File: src/rtl/key_pkg.sv
// Shared types and default sizing for the streaming round-key scheduler.
package key_pkg;

    localparam int DEF_WORD_W    = 9;
    localparam int DEF_NUM_WORDS = 16;
    localparam int DEF_LANES     = 3;
    localparam int DEF_IDX_W     = 7;

    typedef enum logic {
        IDLE = 1'b0,
        RUN  = 1'b1
    } state_t;

endpackage

File: src/rtl/key_word_sel.sv
// One output lane: picks key word (-idx mod NUM_WORDS) and whitens it with idx.
module key_word_sel
    import key_pkg::*;
#(
    parameter int WORD_W    = DEF_WORD_W,
    parameter int NUM_WORDS = DEF_NUM_WORDS,
    parameter int IDX_W     = DEF_IDX_W
) (
    input  logic [NUM_WORDS*WORD_W-1:0] key,
    input  logic [IDX_W-1:0]            idx,
    output logic [WORD_W-1:0]           word
);

    localparam int SEL_W = (NUM_WORDS > 1) ? $clog2(NUM_WORDS) : 1;

    logic [SEL_W-1:0]  sel;
    logic [WORD_W-1:0] idx_w;

    // Power-of-two word count makes (N - i mod N) mod N a plain negation.
    assign sel   = SEL_W'('0 - {{SEL_W{1'b0}}, idx});
    assign idx_w = WORD_W'({{WORD_W{1'b0}}, idx});
    assign word  = key[sel*WORD_W +: WORD_W] ^ idx_w;

endmodule

File: src/rtl/key_sched_stream.sv
// Streams LANES whitened round-key words per beat over a valid/ready port.
module key_sched_stream
    import key_pkg::*;
#(
    parameter int WORD_W    = DEF_WORD_W,
    parameter int NUM_WORDS = DEF_NUM_WORDS,
    parameter int LANES     = DEF_LANES,
    parameter int IDX_W     = DEF_IDX_W
) (
    input  logic                        clk,
    input  logic                        rst_n,
    input  logic                        key_load,
    input  logic [NUM_WORDS*WORD_W-1:0] key_in,
    input  logic                        start,
    input  logic [IDX_W-1:0]            start_idx,
    input  logic [IDX_W-1:0]            count,
    input  logic                        out_ready,
    output logic                        out_valid,
    output logic [LANES*WORD_W-1:0]     out_key,
    output logic [IDX_W-1:0]            out_idx,
    output logic                        out_last,
    output logic                        busy,
    output logic                        key_loaded
);

    localparam int KEY_W = NUM_WORDS * WORD_W;

    state_t                    state;
    logic [KEY_W-1:0]          key_q;
    logic [KEY_W-1:0]          key_src;
    logic [IDX_W-1:0]          rem;
    logic [IDX_W-1:0]          base_nxt;
    logic [LANES*WORD_W-1:0]   lanes;
    logic                      load_ok;
    logic                      accept;
    logic                      xfer;

    assign load_ok  = (state == IDLE) && key_load;
    assign accept   = (state == IDLE) && start && key_loaded && (count != '0);
    assign xfer     = out_valid && out_ready;
    // A key loaded alongside an accepted start feeds the very first beat.
    assign key_src  = load_ok ? key_in : key_q;
    assign base_nxt = accept ? start_idx : out_idx + IDX_W'(LANES);

    for (genvar l = 0; l < LANES; l++) begin : g_lane
        key_word_sel #(
            .WORD_W    (WORD_W),
            .NUM_WORDS (NUM_WORDS),
            .IDX_W     (IDX_W)
        ) u_sel (
            .key  (key_src),
            .idx  (base_nxt + IDX_W'(l)),
            .word (lanes[l*WORD_W +: WORD_W])
        );
    end

    always_ff @(posedge clk or negedge rst_n) begin
        if (!rst_n) begin
            state      <= IDLE;
            key_q      <= '0;
            key_loaded <= 1'b0;
            busy       <= 1'b0;
            out_valid  <= 1'b0;
            out_key    <= '0;
            out_idx    <= '0;
            out_last   <= 1'b0;
            rem        <= '0;
        end else begin
            unique case (state)
                IDLE: begin
                    if (load_ok) begin
                        key_q      <= key_in;
                        key_loaded <= 1'b1;
                    end
                    if (accept) begin
                        state     <= RUN;
                        busy      <= 1'b1;
                        out_valid <= 1'b1;
                        out_key   <= lanes;
                        out_idx   <= base_nxt;
                        out_last  <= (count == IDX_W'(1));
                        rem       <= count;
                    end
                end
                RUN: begin
                    if (xfer) begin
                        if (out_last) begin
                            state     <= IDLE;
                            busy      <= 1'b0;
                            out_valid <= 1'b0;
                            out_last  <= 1'b0;
                        end else begin
                            out_key  <= lanes;
                            out_idx  <= base_nxt;
                            out_last <= (rem == IDX_W'(2));
                            rem      <= rem - IDX_W'(1);
                        end
                    end
                end
                default: state <= IDLE;
            endcase
        end
    end

endmodule

File: config.mk
export PLATFORM = sky130hd
export DESIGN_NAME = key_sched_stream
export DESIGN_NICKNAME = d
export VERILOG_FILES = /design/src/rtl/key_pkg.sv /design/src/rtl/key_word_sel.sv /design/src/rtl/key_sched_stream.sv
export SDC_FILE = /design/constraint.sdc
export NUM_CORES = 1
export LEC_CHECK = 0
export CORE_MARGIN = 4
export CORE_UTILIZATION = 25
export CTS_BUF_LIST = sky130_fd_sc_hd__clkbuf_4 sky130_fd_sc_hd__clkbuf_8
export DETAILED_ROUTE_END_ITERATION = 12
export PLACE_DENSITY = 0.55
export SLEW_MARGIN = 20
export SYNTH_ARGS = -nofsm -noshare
export SYNTH_HDL_FRONTEND = slang
export SYNTH_SLANG_ARGS = --single-unit
export TNS_END_PERCENT = 10
File: constraint.sdc
create_clock -name clk -period 6.4 [get_ports clk]
set_clock_uncertainty 0.1 [all_clocks]
set_input_delay 1.6 -clock clk [delete_from_list [all_inputs] [get_ports clk]]
set_output_delay 1.6 -clock clk [all_outputs]
set_load 0.02 [all_outputs]
# Word level (Yosys, flattened, before mapping)
# Index checks and enable logic that the tools add are counted.
# word_totals
register_bits	189
output_inout_bits	38
wordCells	67
# classes
addsub	7
multipliers	3
n_eq_ne	6
shifts	3
mux	26
bitwise_logic	4
reduce_logical	10
# op_table
operator	count
variable part select 144 x 9 -> 9 bit	3
2-to-1 mux 144 bit	1
2-to-1 mux 27 bit	3
one-hot mux 27 bit (2 select lines)	1
2-to-1 mux 7 bit	7
one-hot mux 7 bit (2 select lines)	2
XOR 9 x 7 -> 9 bit	3
multiplier 4 x 4 -> 8 bit (second input constant)	3
adder 7 x 2 -> 7 bit (second input constant)	2
subtractor 1 x 4 -> 4 bit (first input constant)	3
2-to-1 mux 1 bit	9
adder 7 x 1 -> 7 bit (second input constant)	1
== test 7 x 1 -> 1 bit (second input constant)	1
== test 7 x 2 -> 1 bit (second input constant)	1
nonzero test 7 bit	1
subtractor 7 x 1 -> 7 bit (second input constant)	1
!= test 2 bit (second input constant)	3
one-hot mux 1 bit (2 select lines)	3
AND reduction 3 bit	2
logical AND 1 bit	5
AND reduction 2 bit	2
!= test 2 x 1 -> 1 bit (second input constant)	1
NOT 1 bit	1

# Longest topological paths before layout
# depth
ltp_word	13
depth_mapped	20

# Cells and area by module
# A second synthesis with hierarchy kept.
# unflattened
hier_cells	1202
area_unflattened_um2	14398.8
# modules_own_cells
mod	n_inst	cells_per_inst	area_per_inst_um2	seq_area_each_um2
key_sched_stream	1	737	9444.1	4729.5
key_word_sel	3	155	1651.6	0.0

# Worst setup path before layout
# No wires, ideal clock.
# synth_timing
path_kind	input-to-reg
from	in count[1]
to	reg out_key[12]
arrival_time_ps	5340
required_ps	6176
slack_ps	836
stages	18
cell_sequence	nor4_4 a22o_1 nor2_1 buf_2 inv_2 clkbuf_1 buf_1 ha_1 inv_1 a211oi_1 or2_1 clkbuf_1 clkbuf_1 o211ai_1 o211ai_1 o211ai_1 mux2i_1 a211o_1
# synth_between
elab_chain_cells	11
# synth_lines
element	line_no	source
start: declaration	key_sched_stream.sv:16	input logic [IDX_W-1:0] count,
nonzero test 7 bit (*)	key_sched_stream.sv:39	assign accept = (state == IDLE) && start && key_loaded && (count != '0);
logical AND 1 bit (*)	key_sched_stream.sv:39	
2-to-1 mux 7 bit (*)	key_sched_stream.sv:43	assign base_nxt = accept ? start_idx : out_idx + IDX_W'(LANES);
via base_nxt[0]	key_sched_stream.sv:32	logic [IDX_W-1:0] base_nxt;
adder 7 x 1 -> 7 bit (*)	key_sched_stream.sv:52	.idx (base_nxt + IDX_W'(l)),
subtractor 1 x 4 -> 4 bit	key_word_sel.sv:20	assign sel = SEL_W'('0 - {{SEL_W{1'b0}}, idx});
multiplier 4 x 4 -> 8 bit	key_word_sel.sv:22	assign word = key[sel*WORD_W +: WORD_W] ^ idx_w;
variable part select 144 x 9 -> 9 bit	key_word_sel.sv:22	
XOR 9 x 7 -> 9 bit (*)	key_word_sel.sv:22	
2-to-1 mux 27 bit	key_sched_stream.sv:87	if (out_last) begin
2-to-1 mux 27 bit	key_sched_stream.sv:86	if (xfer) begin
one-hot mux 27 bit (2 select lines) (*)	key_sched_stream.sv:69	unique case (state)
end signal: assignment	key_sched_stream.sv:79	out_key <= lanes;
end signal: assignment	key_sched_stream.sv:93	out_key <= lanes;
end: declaration	key_sched_stream.sv:19	output logic [LANES*WORD_W-1:0] out_key,
# The timed path passes the listed nets; every way through them passes the cells marked *. The select of a mux whose other input is x is not followed.
# A chain may end at the register's enable or synchronous reset.

# Worst setup path after layout
# layout_timing
from	in count[1]
to	reg out_key[16]
# layout_between
elab_chain_cells	11
# layout_lines
element	line_no
nonzero test 7 bit (*)	key_sched_stream.sv:39
logical AND 1 bit (*)	key_sched_stream.sv:39
2-to-1 mux 7 bit	key_sched_stream.sv:43
adder 7 x 1 -> 7 bit	key_sched_stream.sv:52
subtractor 1 x 4 -> 4 bit	key_word_sel.sv:20
multiplier 4 x 4 -> 8 bit	key_word_sel.sv:22
variable part select 144 x 9 -> 9 bit	key_word_sel.sv:22
XOR 9 x 7 -> 9 bit	key_word_sel.sv:22
2-to-1 mux 27 bit	key_sched_stream.sv:87
2-to-1 mux 27 bit	key_sched_stream.sv:86
one-hot mux 27 bit (2 select lines)	key_sched_stream.sv:69
# Mark *: on every way between the ends. The rest lies on a longest branch, timed or not. The select of a mux whose other input is x is not followed.

==> impl_metrics.yaml <==
cts:
  clock_latency_ns: 0.50
  cts_htree_levels: 4
  cts-root-buf: "clkbuf_8"
  cts.path.max_buffers: 2
  clkSinkCount: 189
  cts_tree: "built"
  clk_pin_slew_ns: 0.11
  ctsHoldBuffers: 0
  numCtsBuffers: 17
  cts-resized-gates: 0
  postCtsSetupBuffers: 0
route:
  ant_nets: 0
  routed_via_density: 4.88
  drt-wirelength-per-cell_um: 21.4
  drtIter0Drc: 889
  firstDrtPassIters: 7
  drt_wl_total_mm: 42.9
  vias: 9779
  remaining_drc_errors: 0
logic_synthesis:
  synth_enable_flop_cells: 0
  synth_cells: 1197
  synth.area.top_cells: "dfrtp_1, mux2i_1, inv_1"
  synth_simple_gate_area_frac: 0.0841
  syn_area_mm2: 0.0117
  muxShareOfSynthArea: 0.262
  yosys_register_bits: 189
  ys.warnings.count: 0
  synth_cell_types: 68
  ys.flop_type: "dfrtp_1"
  yosys.area.top_type: "dfrtp_1"
  synth_xor_area_frac: 0.0303
  synthArstFlopShare: 1.00
  syn_nets: 1366
  synth-compound-area-share: 0.142
  synthAdderAreaFrac: 0.00640
  yosys.area.top_type_share: 0.403
  ys_seq_area_frac: 0.403
  synth_top_family_by_area: "multiplexers"
  syn_avg_cell_area_um2: 9.80
cells_and_area:
  final_common_cell: "mux2i_1"
  multi_input_comb_area_mm2: 0.00625
  register_area_mm2: 0.00473
  nNetsFinal: 1551
  drive_above_1_share: 0.115
  layout_common_cells: "mux2i_1, clkdlybuf4s50_1, dfrtp_1"
  area_delta_synth_final_pct: 28.0
  fillerInstances: 4839
  fin_area_mm2: 0.0150
  diodes: 0
die:
  die_w_um: 225
  start_util: 0.253
  core_mm2: 0.0465
  rows: 79
  ios: 201
  die_h_um: 225
  die-area_mm2: 0.0505
critical_path:
  crit_family: "buffers and inverters"
  path_cells: "clkdlybuf4s50_1, nor4_4, a21boi_0, nor2_4, inv_2, ha_1, inv_1, nand2_1, a21o_1, nand2_1, buf_4, xnor2_2, buf_12, mux2i_1, mux2i_1, mux4_2, o21ai_0"
  crit_slowest_cell: "nor4_4"
  worstSetupPathType: "input pin to flip-flop"
  worstPathRequired_ns: 6.72
  crit_arrival_ns: 5.60
  start_kind: "input pin"
  crit_fanout: 17
  end_kind: "flip-flop"
  crit_buf_inv: 5
  cpPeakStageDelay_ns: 0.50
flow_run:
  drv_cap: 0
placed_design:
  dp_hpwl_mm: 32.2
  globalplace.congestion: 0.921
  placed_area_mm2: 0.0146
  portBuffers: 200
timing:
  finalSetupTns_ns: 0
  setup_violations: 0
  fmax_mhz: 189
  worst_slew_pin_slew_ns: 1.06
  period_needed_ns: 5.28
  relSlewSlack: 0.296
  slew_viol_final: 0
  rsz0062_at_grt: "false"
  timing_hold_violations_final: 0
  period_share: 0.825
global_route:
  grt_max_degree: 119
  grt_pass1_wl_mm: 64.2
  grt_busiest_layer: "met2"
  grt.met1_usage: 0.228
  grt_use_met2: 0.270
  grt_use_met3: 0.0427
  antenna_found_initial: 5
  grt_pass1_vias: 9833
  grt_use_total: 0.168
  global_route.overflow_total: 0
min_path:
  hp-class: "flip-flop to flip-flop"
status:
  status: "completed"
flip-flops by register name (all words and copies together), names as in the netlist:
| name | flops |
|---|---|
| key_q | 144 |
| out_key | 27 |
| out_idx | 7 |
| rem | 7 |
| busy | 1 |
| key_loaded | 1 |
| out_last | 1 |
| state | 1 |
area by class of cell:
class,count,area share
multi-input combinational,799,0.416
sequential,189,0.315
timing repair buffer,246,0.160
tap,607,0.0506
inverter,129,0.0322
clock buffer,17,0.0156
clock inverter,15,0.0108
kinds of logic (layout without fill, tap and decap cells):
group | after synthesis | in the layout
AO/OA/AOI/OAI | 267 | 267
buffers and inverters | 209 | 407
flip-flops | 189 | 189
adder cells (fa/ha/maj) | 6 | 6
multiplexers | 276 | 276
XOR/XNOR | 35 | 35
AND/OR/NAND/NOR | 215 | 215
per-stage QoR:
stage	instances	setup WS (ns)	util	hold WS (ns)
after CTS	2002	1.18	0.323	0.399
after global routing	2002	0.846	0.323	0.424
final	2002	1.12	0.323	0.392
after global placement	1970	0.720	0.315	0.366
after detailed placement	1970	0.627	0.315	0.374
after floorplan	1197	0.836	-	0.357
Yosys cell counts (4+ instances only):
master    instances
a211o_1           4
a211oi_1         15
a21o_1            4
a21oi_1          54
a311oi_1          5
a31oi_1           7
and2_1            4
and3_1            6
buf_1             7
buf_2            29
buf_4             4
clkbuf_1         39
dfrtp_1         189
ha_1              6
inv_1           128
mux2_2           40
mux2i_1         214
mux4_2           21
nand2_1          82
nand2b_1          5
nand3_1          20
nor2_1           60
nor2b_1           4
nor3_1            9
o211ai_1         36
o21ai_0          93
o21ai_1           9
o22ai_1           6
o31ai_1           4
or3_1            10
xnor2_1          23
xor2_1            7
routing by layer:
layer	vias up	share of wire
met5	-	0.0016
met4	10	0.017
met3	42	0.065
met2	323	0.47
met1	4819	0.44
li1	4585	-
worst register-to-register path: stages (launching register included):
cell and delay [ns]:
dfrtp_1 0.63, and4b_1 0.38, a21boi_0 0.53, nor2_4 0.08, inv_2 0.08, ha_1 0.27
inv_1 0.15, nand2_1 0.12, a21o_1 0.14, nand2_1 0.13, nor3_1 0.28, xor2_2 0.41
mux4_2 0.56, mux2_2 0.27, o211ai_1 0.17
worst paths after layout:
check / start / endpoint / slack, ns / cells past startpoint
setup / recovery: count[1] / out_key[16] / 1.12 / 17
hold / removal: out_key[15] / out_key[15] / 0.39 / 2
setup reg to reg: state / out_key[17] / 2.02 / 14
hold reg to reg: out_key[15] / out_key[15] / 0.39 / 2
max in group asynchronous: rst_n / key_q[5] / 4.12 / 2
min in group asynchronous: rst_n / busy / 0.98 / 1
Power is left out: the tool's default activity adds up to more than one toggle a clock period on the data nets, which glitch-free logic cannot reach.
